==> config.mk <==
export PLATFORM = sky130hd
export DESIGN_NAME = alu_op_sequencer
export DESIGN_NICKNAME = d
export VERILOG_FILES = /design/src/rtl/alu_seq_pkg.sv /design/src/rtl/alu_op_sequencer_btn_sync_edge.sv /design/src/rtl/alu_op_sequencer.sv
export SDC_FILE = /design/constraint.sdc
export NUM_CORES = 1
export LEC_CHECK = 0
export BUFFER_PORTS_ARGS = -buffer_cell sky130_fd_sc_hd__clkbuf_2
export CELL_PAD_IN_SITES_DETAIL_PLACEMENT = 1
export CELL_PAD_IN_SITES_GLOBAL_PLACEMENT = 2
export CORE_ASPECT_RATIO = 0.7
export CORE_MARGIN = 2
export CORE_UTILIZATION = 25
export CTS_CLUSTER_DIAMETER = 40
export DETAILED_ROUTE_END_ITERATION = 6
export GPL_TIMING_DRIVEN = 0
export PLACE_DENSITY = 0.75
export SETUP_SLACK_MARGIN = 0.5
export SYNTH_ARGS = -nofsm -noshare
export SYNTH_HDL_FRONTEND = slang
export SYNTH_HIERARCHICAL = 1
export SYNTH_SLANG_ARGS = --single-unit
==> constraint.sdc <==
create_clock -name clk -period 1.45 [get_ports clk]
set_input_delay 0.0725 -clock clk [delete_from_list [all_inputs] [get_ports clk]]
set_output_delay 0.0725 -clock clk [all_outputs]
set_load 0.02 [all_outputs]
==> src/rtl/alu_seq_pkg.sv <==
// Shared types and widths for the ALU operand sequencer.
package alu_seq_pkg;

  localparam int OPERAND_W = 4;
  localparam int RESULT_W  = 20;
  localparam int SETTLE_W  = 4;

  typedef enum logic [2:0] {
    ST_IDLE    = 3'd0,
    ST_LOAD_A  = 3'd1,
    ST_LOAD_B  = 3'd2,
    ST_COMPUTE = 3'd3,
    ST_SHOW    = 3'd4
  } seq_state_e;

endpackage

==> src/rtl/alu_op_sequencer_btn_sync_edge.sv <==
// Raw push-button conditioning: 2-flop synchronizer followed by a registered
// rising-edge detector that emits a single-cycle pulse per press.
module btn_sync_edge
  import alu_seq_pkg::*;
(
  input  logic clk,
  input  logic rst_n,
  input  logic btn,
  output logic pulse
);

  logic sync_1_r;
  logic sync_2_r;
  logic prev_r;
  logic pulse_r;

  // Synchronizer chain and edge-detect pulse register.
  always_ff @(posedge clk or negedge rst_n) begin
    if (!rst_n) begin
      sync_1_r <= 1'b0;
      sync_2_r <= 1'b0;
      prev_r   <= 1'b0;
      pulse_r  <= 1'b0;
    end else begin
      sync_1_r <= btn;
      sync_2_r <= sync_1_r;
      prev_r   <= sync_2_r;
      pulse_r  <= sync_2_r & ~prev_r;
    end
  end

  assign pulse = pulse_r;

endmodule

==> src/rtl/alu_op_sequencer.sv <==
// Button-stepped operand entry, settle wait and result capture for the mini ALU.
// Optional display blinking in SHOW when ALU_SEQ_BLINK_EN is defined.
module alu_op_sequencer
  import alu_seq_pkg::*;
#(
  parameter int SETTLE_CYCLES = 2,
  parameter int BLINK_DIV     = 25_000_000
) (
  input  logic                 clk,
  input  logic                 rst_n,
  input  logic [OPERAND_W-1:0] value_sw,
  input  logic                 mode_sw,
  input  logic                 enter_btn,
  input  logic                 cancel_btn,
  input  logic [RESULT_W-1:0]  alu_result,
  output logic [OPERAND_W-1:0] operand_1,
  output logic [OPERAND_W-1:0] operand_2,
  output logic                 mode,
  output logic [RESULT_W-1:0]  result_q,
  output logic                 display_on,
  output logic                 busy,
  output logic [2:0]           state_o
);

  localparam logic [SETTLE_W-1:0] SETTLE_LAST = SETTLE_W'(SETTLE_CYCLES - 1);

  logic                 enter_p_s;
  logic                 cancel_p_s;
  seq_state_e           state_r;
  seq_state_e           next_state_s;
  logic [SETTLE_W-1:0]  settle_cnt_r;
  logic                 settle_done_s;
  logic [OPERAND_W-1:0] operand_1_r;
  logic [OPERAND_W-1:0] operand_2_r;
  logic                 mode_r;
  logic [RESULT_W-1:0]  result_r;
  logic                 busy_r;

  btn_sync_edge u_enter_sync (
    .clk   (clk),
    .rst_n (rst_n),
    .btn   (enter_btn),
    .pulse (enter_p_s)
  );

  btn_sync_edge u_cancel_sync (
    .clk   (clk),
    .rst_n (rst_n),
    .btn   (cancel_btn),
    .pulse (cancel_p_s)
  );

  assign settle_done_s = (settle_cnt_r == SETTLE_LAST);

  // State register.
  always_ff @(posedge clk or negedge rst_n) begin
    if (!rst_n) begin
      state_r <= ST_IDLE;
    end else begin
      state_r <= next_state_s;
    end
  end

  // Next-state logic; cancel overrides any simultaneous enter.
  always_comb begin
    next_state_s = state_r;
    if (cancel_p_s) begin
      next_state_s = ST_IDLE;
    end else begin
      case (state_r)
        ST_IDLE:    if (enter_p_s) next_state_s = ST_LOAD_A;  else next_state_s = ST_IDLE;
        ST_LOAD_A:  if (enter_p_s) next_state_s = ST_LOAD_B;  else next_state_s = ST_LOAD_A;
        ST_LOAD_B:  if (enter_p_s) next_state_s = ST_COMPUTE; else next_state_s = ST_LOAD_B;
        ST_COMPUTE: if (settle_done_s) next_state_s = ST_SHOW; else next_state_s = ST_COMPUTE;
        ST_SHOW:    if (enter_p_s) next_state_s = ST_LOAD_A;  else next_state_s = ST_SHOW;
        default:    next_state_s = ST_IDLE;
      endcase
    end
  end

  // Operand tracking, settle counter and result capture.
  always_ff @(posedge clk or negedge rst_n) begin
    if (!rst_n) begin
      operand_1_r  <= {OPERAND_W{1'b0}};
      operand_2_r  <= {OPERAND_W{1'b0}};
      mode_r       <= 1'b0;
      result_r     <= {RESULT_W{1'b0}};
      settle_cnt_r <= {SETTLE_W{1'b0}};
    end else if (cancel_p_s) begin
      operand_1_r  <= {OPERAND_W{1'b0}};
      operand_2_r  <= {OPERAND_W{1'b0}};
      mode_r       <= 1'b0;
      result_r     <= {RESULT_W{1'b0}};
      settle_cnt_r <= {SETTLE_W{1'b0}};
    end else begin
      case (state_r)
        ST_LOAD_A: begin
          operand_1_r <= value_sw;
        end
        ST_LOAD_B: begin
          operand_2_r  <= value_sw;
          mode_r       <= mode_sw;
          settle_cnt_r <= {SETTLE_W{1'b0}};
        end
        ST_COMPUTE: begin
          if (settle_done_s) begin
            result_r     <= alu_result;
            settle_cnt_r <= {SETTLE_W{1'b0}};
          end else begin
            settle_cnt_r <= settle_cnt_r + 4'd1;
          end
        end
        default: begin
          settle_cnt_r <= {SETTLE_W{1'b0}};
        end
      endcase
    end
  end

  // Busy flag registered from the upcoming state so it aligns with COMPUTE.
  always_ff @(posedge clk or negedge rst_n) begin
    if (!rst_n) begin
      busy_r <= 1'b0;
    end else begin
      busy_r <= (next_state_s == ST_COMPUTE);
    end
  end

`ifdef ALU_SEQ_BLINK_EN
  localparam int BLINK_W = (BLINK_DIV > 1) ? $clog2(BLINK_DIV) : 1;
  localparam logic [BLINK_W-1:0] BLINK_LAST = BLINK_W'(BLINK_DIV - 1);

  logic [BLINK_W-1:0] blink_cnt_r;
  logic               blink_r;

  // Blink divider: restarts lit on SHOW entry, dark outside SHOW.
  always_ff @(posedge clk or negedge rst_n) begin
    if (!rst_n) begin
      blink_cnt_r <= {BLINK_W{1'b0}};
      blink_r     <= 1'b0;
    end else if (next_state_s != ST_SHOW) begin
      blink_cnt_r <= {BLINK_W{1'b0}};
      blink_r     <= 1'b0;
    end else if (state_r != ST_SHOW) begin
      blink_cnt_r <= {BLINK_W{1'b0}};
      blink_r     <= 1'b1;
    end else if (blink_cnt_r == BLINK_LAST) begin
      blink_cnt_r <= {BLINK_W{1'b0}};
      blink_r     <= ~blink_r;
    end else begin
      blink_cnt_r <= blink_cnt_r + BLINK_W'(1);
    end
  end

  assign display_on = blink_r;
`else
  logic display_r;

  // Steady display enable throughout SHOW.
  always_ff @(posedge clk or negedge rst_n) begin
    if (!rst_n) begin
      display_r <= 1'b0;
    end else begin
      display_r <= (next_state_s == ST_SHOW);
    end
  end

  assign display_on = display_r;
`endif

  assign operand_1 = operand_1_r;
  assign operand_2 = operand_2_r;
  assign mode      = mode_r;
  assign result_q  = result_r;
  assign busy      = busy_r;
  assign state_o   = state_r;

endmodule

[After elaboration in Yosys (flattened, before gate mapping)]
Index checks and enable logic that the tools add are counted.
Storage, ports and cells
  register bits: 46
  output and inout bits: 34
Cells by class
  $add $sub $neg: 1
  eq/ne operators: 8
  mux-type cells: 19
  bitwise gates (word level): 4
  reductions and logical operators: 6
Operator list (count)
  2-to-1 mux 20 bit: 3
  2-to-1 mux 4 bit: 6
  one-hot mux 3 bit (5 select lines): 1
  equality test 3 x 2 -> 1 bit (second input constant): 3
  2-to-1 mux 3 bit: 3
  one-hot mux 4 bit (2 select lines): 1
  nonzero test 2 bit: 4
  equality test 3 bit (second input constant): 2
  adder 4 x 1 -> 4 bit (second input constant): 1
  equality test 4 x 1 -> 1 bit (second input constant): 1
  2-to-1 mux 1 bit: 4
  equality test 3 x 1 -> 1 bit (second input constant): 1
  logical NOT 3 bit: 1
  AND 1 bit: 2
  2-to-1 mux 2 bit: 1
  inequality test 2 x 1 -> 1 bit (second input constant): 1
  NOT 1 bit: 2
  AND reduction 2 bit: 1

[Logic depth before layout (Yosys ltp)]
Gate-level depths: netlist (run 1).
  depth in word-level cells: 5
  gate-level depth with buffers: 6
  depth with buffers taken out: 5

[Hierarchy]
The synthesis (run 1) kept the hierarchy.
By module, submodules not included
  alu_op_sequencer: times used 1, cells each 174, area an instance 1770.4 um2, seq. area each 950.9 um2
  btn_sync_edge: times used 2, cells each 5, area an instance 113.9 um2, seq. area each 100.1 um2

[Least setup slack after synthesis (run 1)]
No wires, ideal clock.
  path kind: reg2reg
  start point: register settle_cnt_r[1]
  end point: register result_r[10] (netlist: result_q[10])
  library setup time: 0.136 ns
  data arrival time: 1.337 ns
  slack: -0.024 ns
  cell stages (with the launch flop): 7
  clock period less this slack: 1.474 ns
  cell sequence: dfrtp_1 -> inv_1 -> ha_1 -> or3b_1 -> buf_2 -> o21ai_1 -> a21oi_1
Between the ends
  longest elaborated chain between the ends: 3
Ends and longest elaborated chain
  from (decl): RTL line alu_op_sequencer.sv:31  | logic [SETTLE_W-1:0] settle_cnt_r;
  from (signal assigned): RTL line alu_op_sequencer.sv:88  | settle_cnt_r <= {SETTLE_W{1'b0}};
  from (signal assigned): RTL line alu_op_sequencer.sv:94  | settle_cnt_r <= {SETTLE_W{1'b0}};
  from (signal assigned): RTL line alu_op_sequencer.sv:103  | settle_cnt_r <= {SETTLE_W{1'b0}};
  equality test 4 x 1 -> 1 bit: RTL line alu_op_sequencer.sv:53  | assign settle_done_s = (settle_cnt_r == SETTLE_LAST);
  nonzero test 2 bit (no line)
  AND reduction 2 bit (no line)
  to (signal assigned): RTL line alu_op_sequencer.sv:87  | result_r <= {RESULT_W{1'b0}};
  to (signal assigned): RTL line alu_op_sequencer.sv:93  | result_r <= {RESULT_W{1'b0}};
  to (signal assigned): RTL line alu_op_sequencer.sv:107  | result_r <= alu_result;
  to (decl): RTL line alu_op_sequencer.sv:36  | logic [RESULT_W-1:0] result_r;
No other way between the ends.
A chain may end at the register's enable or synchronous reset.

[Worst setup path in the final report (run 1)]
  start point: register settle_cnt_r[1]
  end point: register result_r[3] (netlist: result_q[3])
The elaborated chain is that of the path after synthesis.

==> impl_metrics.py, run 1 <==
metrics = {
    "synthesis": {
        "synth-edff-count": 0,
        "ys.flop_type": "dfrtp_1",
        "netlist_area_um2": 2000,
        "netlist_instances": 184,
        "synth_cell_types": 31,
        "synth_top_area_share_pct": 57.6,
        "netlist_top_cells_area": "dfrtp_1 58%, a21oi_1 6.5%, nand3_1 5.5%",
        "yosysMostFrequentCell": "dfrtp_1",
        "ys_seq_elements": 46,
        "synth_common_cells": "46 x dfrtp_1, 26 x a21oi_1, 22 x nand3_1",
        "avgSynthCellArea_um2": 10.9,
        "syn_nets": 215,
        "synth.yosys.seq_area_share_pct": 57.6,
        "yosys.area.top_type": "dfrtp_1",
        "yosys_warnings": 6,
        "postSynth.asyncResetShare_pct": 100,
    },
    "die": {
        "fp.dieH_um": 78.8,
        "core-area_um2": 7800,
        "fp.dieW_um": 111,
        "initial_core_util_pct": 25.6,
        "die_area_um2": 8740,
        "row_count": 27,
        "pin_count": 63,
    },
    "placed_design": {
        "portBuffers": 62,
        "dp_hpwl_mm": 3.78,
        "placed_cells": 347,
        "gp_congestion": 0.705,
    },
    "setup_path": {
        "cp_top_family": "simple AND/OR/NAND/NOR gates",
        "reg2reg_to": "result_q[3]",
        "path_class": "reg2reg",
        "r2r_slack_ns": -0.11,
        "crit_required_ns": 1.59,
        "rr_startpoint": "settle_cnt_r[1]",
        "crit_fanout": 10,
        "crit_buf_inv": 2,
        "r2r_cells": 6,
        "worstPathArrival_ns": 1.70,
        "slowest_delay_ns": 0.41,
        "cp-end-kind": "flop",
        "cpMaxStageDelayCell": "or3b_4",
        "path_cells": "inv_1 > ha_2 > or3b_4 > buf_6 > o21ai_1 > a21oi_1",
        "cp-start-kind": "flop",
    },
    "clock_tree": {
        "numClockSinks": 46,
        "htreeDepth": 2,
        "clk-insertion-delay-late_ns": 0.28,
        "clock-root-buffer": "clkbuf_16",
        "clkTransAtPathRegs_ns": 0.07,
        "cts_tree": "done",
        "numCtsBuffers": 5,
        "cts_buffer_depth": 2,
    },
    "timing": {
        "hold_viol": 0,
        "worst_pin_slew_ns": 0.608,
        "finalSetupViolations": 27,
        "final_max_slew_viol_count": 0,
        "timing.slew.headroom_pct": 59.4,
        "period_share_pct": 107,
        "fmax_ghz": 0.642,
        "setup_ws_ns": -0.107,
        "rsz0062_at_grt": "true",
        "min_period_ns": 1.56,
        "skew_ns": 0.00695,
    },
    "power_and_ir_drop": {
        "total_power_mw": 4.43,
        "ir_worst_vdd_mv": 0.602,
        "swShare_pct": 33.0,
        "p_int_mw": 2.97,
        "p_comb_share_pct": 35.5,
        "p_leak_nw": 1.38,
        "powerDensity_nw_per_um2": 1520,
        "power.switching_mw": 1.46,
        "p_clk_share_pct": 29.4,
        "seqPwrFrac_pct": 35.2,
    },
    "detailed_routing": {
        "drt-vias-per-instance": 4.62,
        "avgRoutedWirePerCell_um": 15.2,
        "drt_iter0_drc": 76,
        "wl_mm": 5.68,
        "vias": 1722,
        "dr.pass1.iters": 4,
        "drtAntennaViolNets": 0,
        "drc": 0,
    },
    "global_route": {
        "grt_remaining_overflow": 0,
        "grt_start_max_net_pins": 47,
        "grt_usage_pct": 13.4,
        "antenna_found_initial": 0,
        "grt_pass1_vias": 1833,
        "grt_pass1_wl_mm": 9.47,
    },
    "run_status": {
        "violations": "negative setup slack",
        "status": "finished with violations",
    },
    "worst_hold_path": {
        "holdPathEnd": "result_q[1]",
        "hold_start": "alu_result[1]",
        "hold_path_depth": 3,
        "worstHoldPathType": "in2reg",
    },
    "final_layout": {
        "utilization_pct": 37.5,
        "fillers": 899,
        "stdcell_count": 373,
        "final_nets": 302,
        "syn2layout_area_growth_pct": 46.4,
        "drive_gt1_share_pct": 47.1,
        "insertedDiodeCount": 0,
    },
    "flow_run": {
        "maxCapViolations": 0,
    },
}
kinds of logic after synthesis:
kind of cell,count (synthesis),synth area share [%]
AOI/OAI and AO/OA,52,14.1
xor gates and xnor gates,1,0.438
adders and majority gates,2,1.25
buffers and inverters,19,5.13
DFF,46,57.6
muxes,9,4.51
and+or+nand+nor,55,17.0
cell type report:
cell class                      count  area [um2]  area share [%]
Clock buffer                        6         129            4.41
Multi-Input combinational cell    119         842            28.8
Inverter                            3        11.3           0.385
Buffer                             16         138            4.70
Clock inverter                      2        37.5            1.28
Sequential cell                    46        1150            39.5
Timing Repair Buffer               80         487            16.6
Tap cell                          101         126            4.32
worst max path at each step:
stage / startpoint / endpoint / slack, ns / depth (start not counted)
finish: settle_cnt_r[1] / result_q[3] / -0.11 / 6
floorplan: settle_cnt_r[0] / settle_cnt_r[3] / 0.005 / 4
global placement: settle_cnt_r[1] / result_q[10] / -0.21 / 6
CTS: settle_cnt_r[1] / result_q[7] / -0.09 / 6
global route: settle_cnt_r[1] / result_q[7] / -0.18 / 6
detailed placement: settle_cnt_r[1] / result_q[11] / -0.28 / 6
worst min-delay path, cell delays in order:
cell and delay, ns:
clkbuf_2 0.08, nand3_1 0.05, a21oi_1 0.06
power by group through the flow:
stage | clock network, mW | logic [mW] | registers, mW
floorplan | 0 | 0.655 | 1.77
global placement | 0 | 1.25 | 1.58
detailed placement | 0 | 1.25 | 1.58
CTS | 1.34 | 1.52 | 1.56
global route | 1.41 | 1.70 | 1.59
finish | 1.30 | 1.57 | 1.56
layer usage:
metal | wire [um] | share of wire, % | global-route usage [%] | vias to the layer above
met5 | 0 | 0 | 0 | -
met4 | 0 | 0 | 0.750 | 0
met3 | 289 | 5.1 | 3.66 | 0
met2 | 2660 | 47 | 21.7 | 47
met1 | 2720 | 48 | 18.9 | 863
li1 | - | - | - | 812
placed cells by master (no fill, tap or decap), drive strengths merged, types with 7 or more instances in the layout:
cell / n
buf: 32
a21oi: 26
nand3: 22
o21ai: 21
clkbuf: 67
nand2: 7
dfrtp: 46
mux2i: 9
nor2: 11
metrics by stage:
step           cell area [um2]  setup TNS [ns]  setup slack (ns)  hold WS (ns)
6_report                  2930           -2.09            -0.107        0.0237
3_3_place_gp              2460           -3.96            -0.215         0.182
3_5_place_dp              2460           -4.52            -0.280         0.183
5_1_grt                   2930           -3.71            -0.185        0.0215
4_1_cts                   2820           -1.54           -0.0854        0.0195
2_1_floorplan             2030               0           0.00500        -0.223
flip-flops by register name, indices dropped and copies added (netlist names):
register                cells
u_cancel_sync/sync_2_r      1
u_cancel_sync/pulse         1
u_cancel_sync/sync_1_r      1
u_enter_sync/sync_1_r       1
u_cancel_sync/prev_r        1
operand_1                   4
display_on                  1
busy                        1
settle_cnt_r                4
u_enter_sync/prev_r         1
operand_2                   4
u_enter_sync/pulse          1
mode                        1
result_q                   20
u_enter_sync/sync_2_r       1
state_o                     3
what timing repair did:
action / in CTS / in global routing
hold buffers: 3 / 0
pin swaps: 4 / 3
setup buffers: 11 / 4
gates resized for setup: 16 / 23
endpoints found under the setup margin: 41 / 87
hold endpoints to repair: 48 / 0
(Power assumes the default switching activity.)
==> run 2, diff against run 1 <==
--- a/config.mk
+++ b/config.mk
@@ -6,14 +6,15 @@
 export NUM_CORES = 1
 export LEC_CHECK = 0
 export BUFFER_PORTS_ARGS = -buffer_cell sky130_fd_sc_hd__clkbuf_2
-export CELL_PAD_IN_SITES_DETAIL_PLACEMENT = 1
+export CELL_PAD_IN_SITES_DETAIL_PLACEMENT = 0
 export CELL_PAD_IN_SITES_GLOBAL_PLACEMENT = 2
-export CORE_ASPECT_RATIO = 0.7
+export CORE_ASPECT_RATIO = 0.5
 export CORE_MARGIN = 2
 export CORE_UTILIZATION = 25
 export CTS_CLUSTER_DIAMETER = 40
 export DETAILED_ROUTE_END_ITERATION = 6
 export GPL_TIMING_DRIVEN = 0
+export MAX_ROUTING_LAYER = met4
 export PLACE_DENSITY = 0.75
 export SETUP_SLACK_MARGIN = 0.5
 export SYNTH_ARGS = -nofsm -noshare
==> run 2 against run 1 <==
Effect of this change: non-clock buffer count down 4; flip-flop and latch count unchanged; critical endpoint is now result_q[0]; cell area down 4.4%; power down 6.6%; count of clock-buffer cells in the layout down 1; combinational power down 9%; hold slack worse by 0.059 ns; global-route usage down 0.99 points; critical path depth unchanged; the run ends with negative hold slack, negative setup slack left; register-to-register slack better by 0.04 ns; via count down 5.6%.
==> impl_metrics.py, run 2 (same netlist as run 1, synthesis figures left out) <==
metrics = {
    "placed_design": {
        "gp_congestion": 0.746,
        "dp_hpwl_mm": 3.37,
        "portBuffers": 62,
        "placed_cells": 354,
        "postPlaceCellArea_um2": 2470,
    },
    "die": {
        "die_area_um2": 8770,
        "initial_core_util_pct": 26.5,
        "pin_count": 63,
        "core-area_um2": 7540,
        "fp.dieW_um": 130,
        "fp.dieH_um": 67.2,
        "row_count": 22,
    },
    "setup_path": {
        "cp-end-kind": "flop",
        "r2r_cells": 6,
        "crit_required_ns": 1.60,
        "crit_fanout": 10,
        "worstPathArrival_ns": 1.66,
        "cp-start-kind": "flop",
        "r2r_slack_ns": -0.06,
        "path_class": "reg2reg",
    },
    "global_route": {
        "grt_pass1_vias": 1608,
        "grt_remaining_overflow": 0,
        "antenna_found_initial": 0,
        "grt_usage_pct": 12.4,
        "grt_pass1_wl_mm": 8.07,
        "grt_start_max_net_pins": 47,
    },
    "timing": {
        "hold_viol": 46,
        "timing.slew.headroom_pct": 31.3,
        "setup_tns_ns": -0.912,
        "setup_ws_ns": -0.0634,
        "period_share_pct": 104,
        "min_period_ns": 1.51,
        "skew_ns": 0.00362,
        "rsz0062_at_grt": "true",
        "finalSetupViolations": 21,
        "worst_pin_slew_ns": 1.03,
        "final_max_slew_viol_count": 0,
        "fmax_ghz": 0.661,
        "whs_ns": -0.0350,
    },
    "clock_tree": {
        "cts_tree": "done",
        "clk-insertion-delay-late_ns": 0.29,
        "cts_buffer_depth": 2,
        "numClockSinks": 46,
        "htreeDepth": 2,
        "numCtsBuffers": 5,
        "clock-root-buffer": "clkbuf_16",
        "clkTransAtPathRegs_ns": 0.06,
    },
    "final_layout": {
        "utilization_pct": 37.1,
        "final_common_cell": "clkbuf_2",
        "largest_reg_flops": 20,
        "stdcell_area_um2": 2800,
        "insertedDiodeCount": 0,
        "final_nets": 298,
        "drive_gt1_share_pct": 42.2,
        "syn2layout_area_growth_pct": 39.9,
        "stdcell_count": 376,
        "final_cell_mix": "60 x clkbuf_2, 43 x dfrtp_1, 24 x a21oi_1",
    },
    "power_and_ir_drop": {
        "powerDensity_nw_per_um2": 1480,
        "ir_worst_vdd_mv": 0.524,
        "p_leak_nw": 1.33,
    },
    "detailed_routing": {
        "vias": 1626,
        "wl_mm": 4.89,
        "drtAntennaViolNets": 0,
        "drt-vias-per-instance": 4.32,
        "dr.pass1.iters": 4,
        "avgRoutedWirePerCell_um": 13.0,
        "drc": 0,
        "drt_iter0_drc": 56,
    },
    "flow_run": {
        "maxCapViolations": 0,
    },
    "run_status": {
        "violations": "negative hold slack, negative setup slack",
        "status": "finished with violations",
    },
    "worst_hold_path": {
        "worstHoldPathType": "in2async",
    },
}
-- run 2: cell types whose count changed in the layout (fill, tap and decap cells not counted), sizes merged --
cell / before / now
clkinvlp: 1 / 2
dlygate4sd3: 3 / 2
buf: 32 / 28
bufinv: 1 / 0
inv: 3 / 4
-- run 2: per-stage QoR --
step | worst slack (ns) | power (mW)
after floorplan | 0.00500 | 2.42
after global placement | -0.152 | 2.80
after detailed placement | -0.180 | 2.82
after CTS | -0.0518 | 4.16
after global routing | -0.151 | 4.40
final | -0.0634 | 4.14
-- run 2: final cells by class --
cell class,count,area [um2]
Fill cell,757,4750
Sequential cell,46,1150
Multi-Input combinational cell,119,782
Timing Repair Buffer,76,443
Tap cell,108,135
Clock buffer,5,125
Buffer,16,120
Clock inverter,3,23.8
Inverter,3,11.3
-- run 2: worst paths after layout --
path | startpoint | endpoint
max | settle_cnt_r[1] | result_q[0]
min | rst_n | mode
max reg2reg | settle_cnt_r[1] | result_q[0]
min reg2reg | u_enter_sync/sync_1_r | u_enter_sync/sync_2_r
max in group asynchronous | rst_n | state_o[0]
min in group clk | alu_result[6] | result_q[6]
-- run 2: per-layer routing --
layer	GRT usage [%]	share of wire [%]	routed length (um)	vias up
met1	17.6	48	2360	781
met2	17.8	47	2280	30
met5	-	0	0	-
met4	2.79	0.88	43	0
met3	3.33	4.0	198	5
li1	-	-	-	810
-- run 2: timing repair --
action                                 CTS  global route
pin swaps                                6             1
setup endpoints to repair               38            86
setup buffers                           10             2
hold buffers                             2             0
endpoints found under the hold margin    2             0
gates resized for setup                  8            12
-- run 2: report_power, final --
group / total [mW] / internal [mW] / switching, mW
Sequential: 1.56 / 1.46 / 0.100
Clock: 1.16 / 0.645 / 0.511
Combinational: 1.43 / 0.622 / 0.806
Total: 4.14 / 2.73 / 1.42
-- run 2: worst max-delay path, cell delays in order (launching register included) --
cell	delay [ns]
dfrtp_1	0.37
inv_1	0.06
ha_2	0.18
or3b_4	0.41
buf_6	0.16
o21ai_1	0.12
a21oi_1	0.07
==> run 3, diff against run 2 <==
--- a/config.mk
+++ b/config.mk
@@ -5,17 +5,18 @@
 export SDC_FILE = /design/constraint.sdc
 export NUM_CORES = 1
 export LEC_CHECK = 0
+export ABC_AREA = 0
 export BUFFER_PORTS_ARGS = -buffer_cell sky130_fd_sc_hd__clkbuf_2
 export CELL_PAD_IN_SITES_DETAIL_PLACEMENT = 0
 export CELL_PAD_IN_SITES_GLOBAL_PLACEMENT = 2
 export CORE_ASPECT_RATIO = 0.5
 export CORE_MARGIN = 2
-export CORE_UTILIZATION = 25
+export CORE_UTILIZATION = 28
 export CTS_CLUSTER_DIAMETER = 40
 export DETAILED_ROUTE_END_ITERATION = 6
 export GPL_TIMING_DRIVEN = 0
 export MAX_ROUTING_LAYER = met4
-export PLACE_DENSITY = 0.75
+export PLACE_DENSITY = 0.82
 export SETUP_SLACK_MARGIN = 0.5
 export SYNTH_ARGS = -nofsm -noshare
 export SYNTH_HDL_FRONTEND = slang
==> run 3 against run 2 <==
Effect of this change: the flow still finishes with violations (negative hold slack, negative setup slack); hold slack worse by 0.0072 ns; final cell count down 1.9%; die area down 10%; critical path type unchanged; critical endpoint is now result_q[17].
==> impl_metrics.py, run 3 (same netlist as run 1, synthesis figures left out) <==
metrics = {
    "worst_hold_path": {
        "worstHoldPathType": "in2async",
    },
    "timing": {
        "finalSetupViolations": 19,
        "setup_tns_ns": -0.553,
        "fmax_ghz": 0.670,
        "setup_ws_ns": -0.0429,
        "final_max_slew_viol_count": 0,
        "min_period_ns": 1.49,
        "rsz0062_at_grt": "true",
        "timing.slew.headroom_pct": 32.5,
        "worst_pin_slew_ns": 1.01,
        "period_share_pct": 103,
        "whs_ns": -0.0422,
        "skew_ns": 0.00472,
        "hold_viol": 46,
    },
    "setup_path": {
        "worstPathArrival_ns": 1.66,
        "r2r_cells": 6,
        "cp_top_family": "simple AND/OR/NAND/NOR gates",
        "rr_startpoint": "settle_cnt_r[1]",
        "cpMaxStageDelayCell": "or3b_4",
        "crit_fanout": 5,
        "crit_buf_inv": 2,
        "path_class": "reg2reg",
        "cp-start-kind": "flop",
        "slowest_delay_ns": 0.42,
        "reg2reg_to": "result_q[17]",
        "r2r_slack_ns": -0.04,
        "crit_required_ns": 1.61,
        "cp-end-kind": "flop",
        "path_cells": "inv_2 > ha_4 > or3b_4 > buf_4 > o21ai_1 > a21oi_1",
    },
    "global_route": {
        "grt_pass1_wl_mm": 7.71,
        "grt_usage_pct": 13.2,
        "antenna_found_initial": 0,
        "grt_start_max_net_pins": 47,
        "grt_remaining_overflow": 0,
        "grt_pass1_vias": 1573,
    },
    "clock_tree": {
        "clock-root-buffer": "clkbuf_16",
        "cts_tree": "done",
        "numClockSinks": 46,
        "htreeDepth": 2,
        "clkTransAtPathRegs_ns": 0.06,
        "clk-insertion-delay-late_ns": 0.29,
        "numCtsBuffers": 5,
        "cts_buffer_depth": 2,
    },
    "placed_design": {
        "dp_hpwl_mm": 3.25,
        "portBuffers": 62,
        "placed_cells": 338,
        "gp_congestion": 0.682,
        "dp_slack_ns": -0.224,
        "postPlaceCellArea_um2": 2450,
    },
    "final_layout": {
        "stdcell_count": 369,
        "syn2layout_area_growth_pct": 47.0,
        "largest_reg_flops": 20,
        "stdcell_area_um2": 2940,
        "insertedDiodeCount": 0,
        "final_common_cell": "clkbuf_2",
        "drive_gt1_share_pct": 47.3,
        "final_cell_mix": "58 x clkbuf_2, 43 x dfrtp_1, 23 x a21oi_1",
        "final_nets": 307,
        "fillers": 670,
    },
    "detailed_routing": {
        "dr.pass1.iters": 4,
        "wl_mm": 4.99,
        "drc": 0,
        "drt-vias-per-instance": 4.70,
        "drt_iter0_drc": 90,
        "drtAntennaViolNets": 0,
        "avgRoutedWirePerCell_um": 13.5,
        "vias": 1736,
    },
    "power_and_ir_drop": {
        "powerDensity_nw_per_um2": 1490,
        "ir_worst_vdd_mv": 0.709,
        "p_leak_nw": 1.41,
        "total_power_mw": 4.37,
    },
    "die": {
        "fp.dieH_um": 63.7,
        "fp.dieW_um": 123,
        "pin_count": 63,
        "initial_core_util_pct": 29.4,
        "die_area_um2": 7870,
        "core-area_um2": 6810,
        "row_count": 21,
    },
    "run_status": {
        "violations": "negative hold slack, negative setup slack",
        "status": "finished with violations",
    },
    "flow_run": {
        "maxCapViolations": 0,
    },
}
[run 3: changes by cell type in the layout (fill, tap and decap cells not counted), moves of 2 or more]
| cell | previous run | this run |
|---|---|---|
| o21ai_1 | 17 | 12 |
| buf_6 | 7 | 14 |
| clkinvlp_4 | 2 | 0 |
| buf_4 | 15 | 18 |
| clkbuf_2 | 60 | 58 |
| clkbuf_8 | 0 | 2 |
| o21ai_2 | 3 | 8 |
[run 3: power breakdown]
group	switching [mW]	internal (mW)
Combinational	0.844	0.737
Clock	0.483	0.736
Sequential	0.107	1.46
[run 3: area by class of cell]
class,count,area (um2),share of cell area [%]
Inverter,3,11.3,0.383
Sequential cell,46,1150,39.3
Multi-Input combinational cell,119,825,28.1
Clock inverter,1,8.76,0.298
Clock buffer,7,153,5.20
Timing Repair Buffer,85,546,18.6
Tap cell,92,115,3.92
Buffer,16,125,4.26
[run 3: layer usage]
metal	global-route usage, %	part of all wire [%]
met5	-	0
met4	5.11	0.88
met1	17.6	47
met2	19.0	47
met3	3.75	4.3
[run 3: worst register-to-register path, stage by stage, from the launching register on]
cell and delay, ns:
dfrtp_1 0.39, inv_2 0.07, ha_4 0.13, or3b_4 0.42, buf_4 0.18, o21ai_1 0.12
a21oi_1 0.07
[run 3: worst max-delay path by stage]
stage / startpoint / end / slack (ns) / cells past startpoint
after global routing: settle_cnt_r[1] / result_q[5] / -0.12 / 6
after floorplan: settle_cnt_r[0] / settle_cnt_r[3] / 0.005 / 4
final: settle_cnt_r[1] / result_q[17] / -0.04 / 6
after global placement: settle_cnt_r[1] / result_q[16] / -0.16 / 6
after detailed placement: settle_cnt_r[1] / result_q[9] / -0.22 / 6
after CTS: settle_cnt_r[1] / result_q[1] / -0.06 / 6
[run 3: stage by stage]
step / utilization, % / hold WS [ns]
after CTS: 42.0 / 0.00422
after detailed placement: 36.0 / 0.183
after floorplan: - / -0.223
after global placement: 36.0 / 0.182
after global routing: 43.2 / 0.00966
final: 43.2 / -0.0422
[run 3: timing repair]
| action | in CTS | in global routing |
|---|---|---|
| gates resized for setup | 26 | 16 |
| buffers inserted | 16 | 4 |
| pin swaps | 7 | 3 |
| hold buffers | 2 | 0 |
| endpoints found under the setup margin | 38 | 46 |
| hold endpoints to repair | 2 | 0 |
| gates cloned | 1 | 0 |
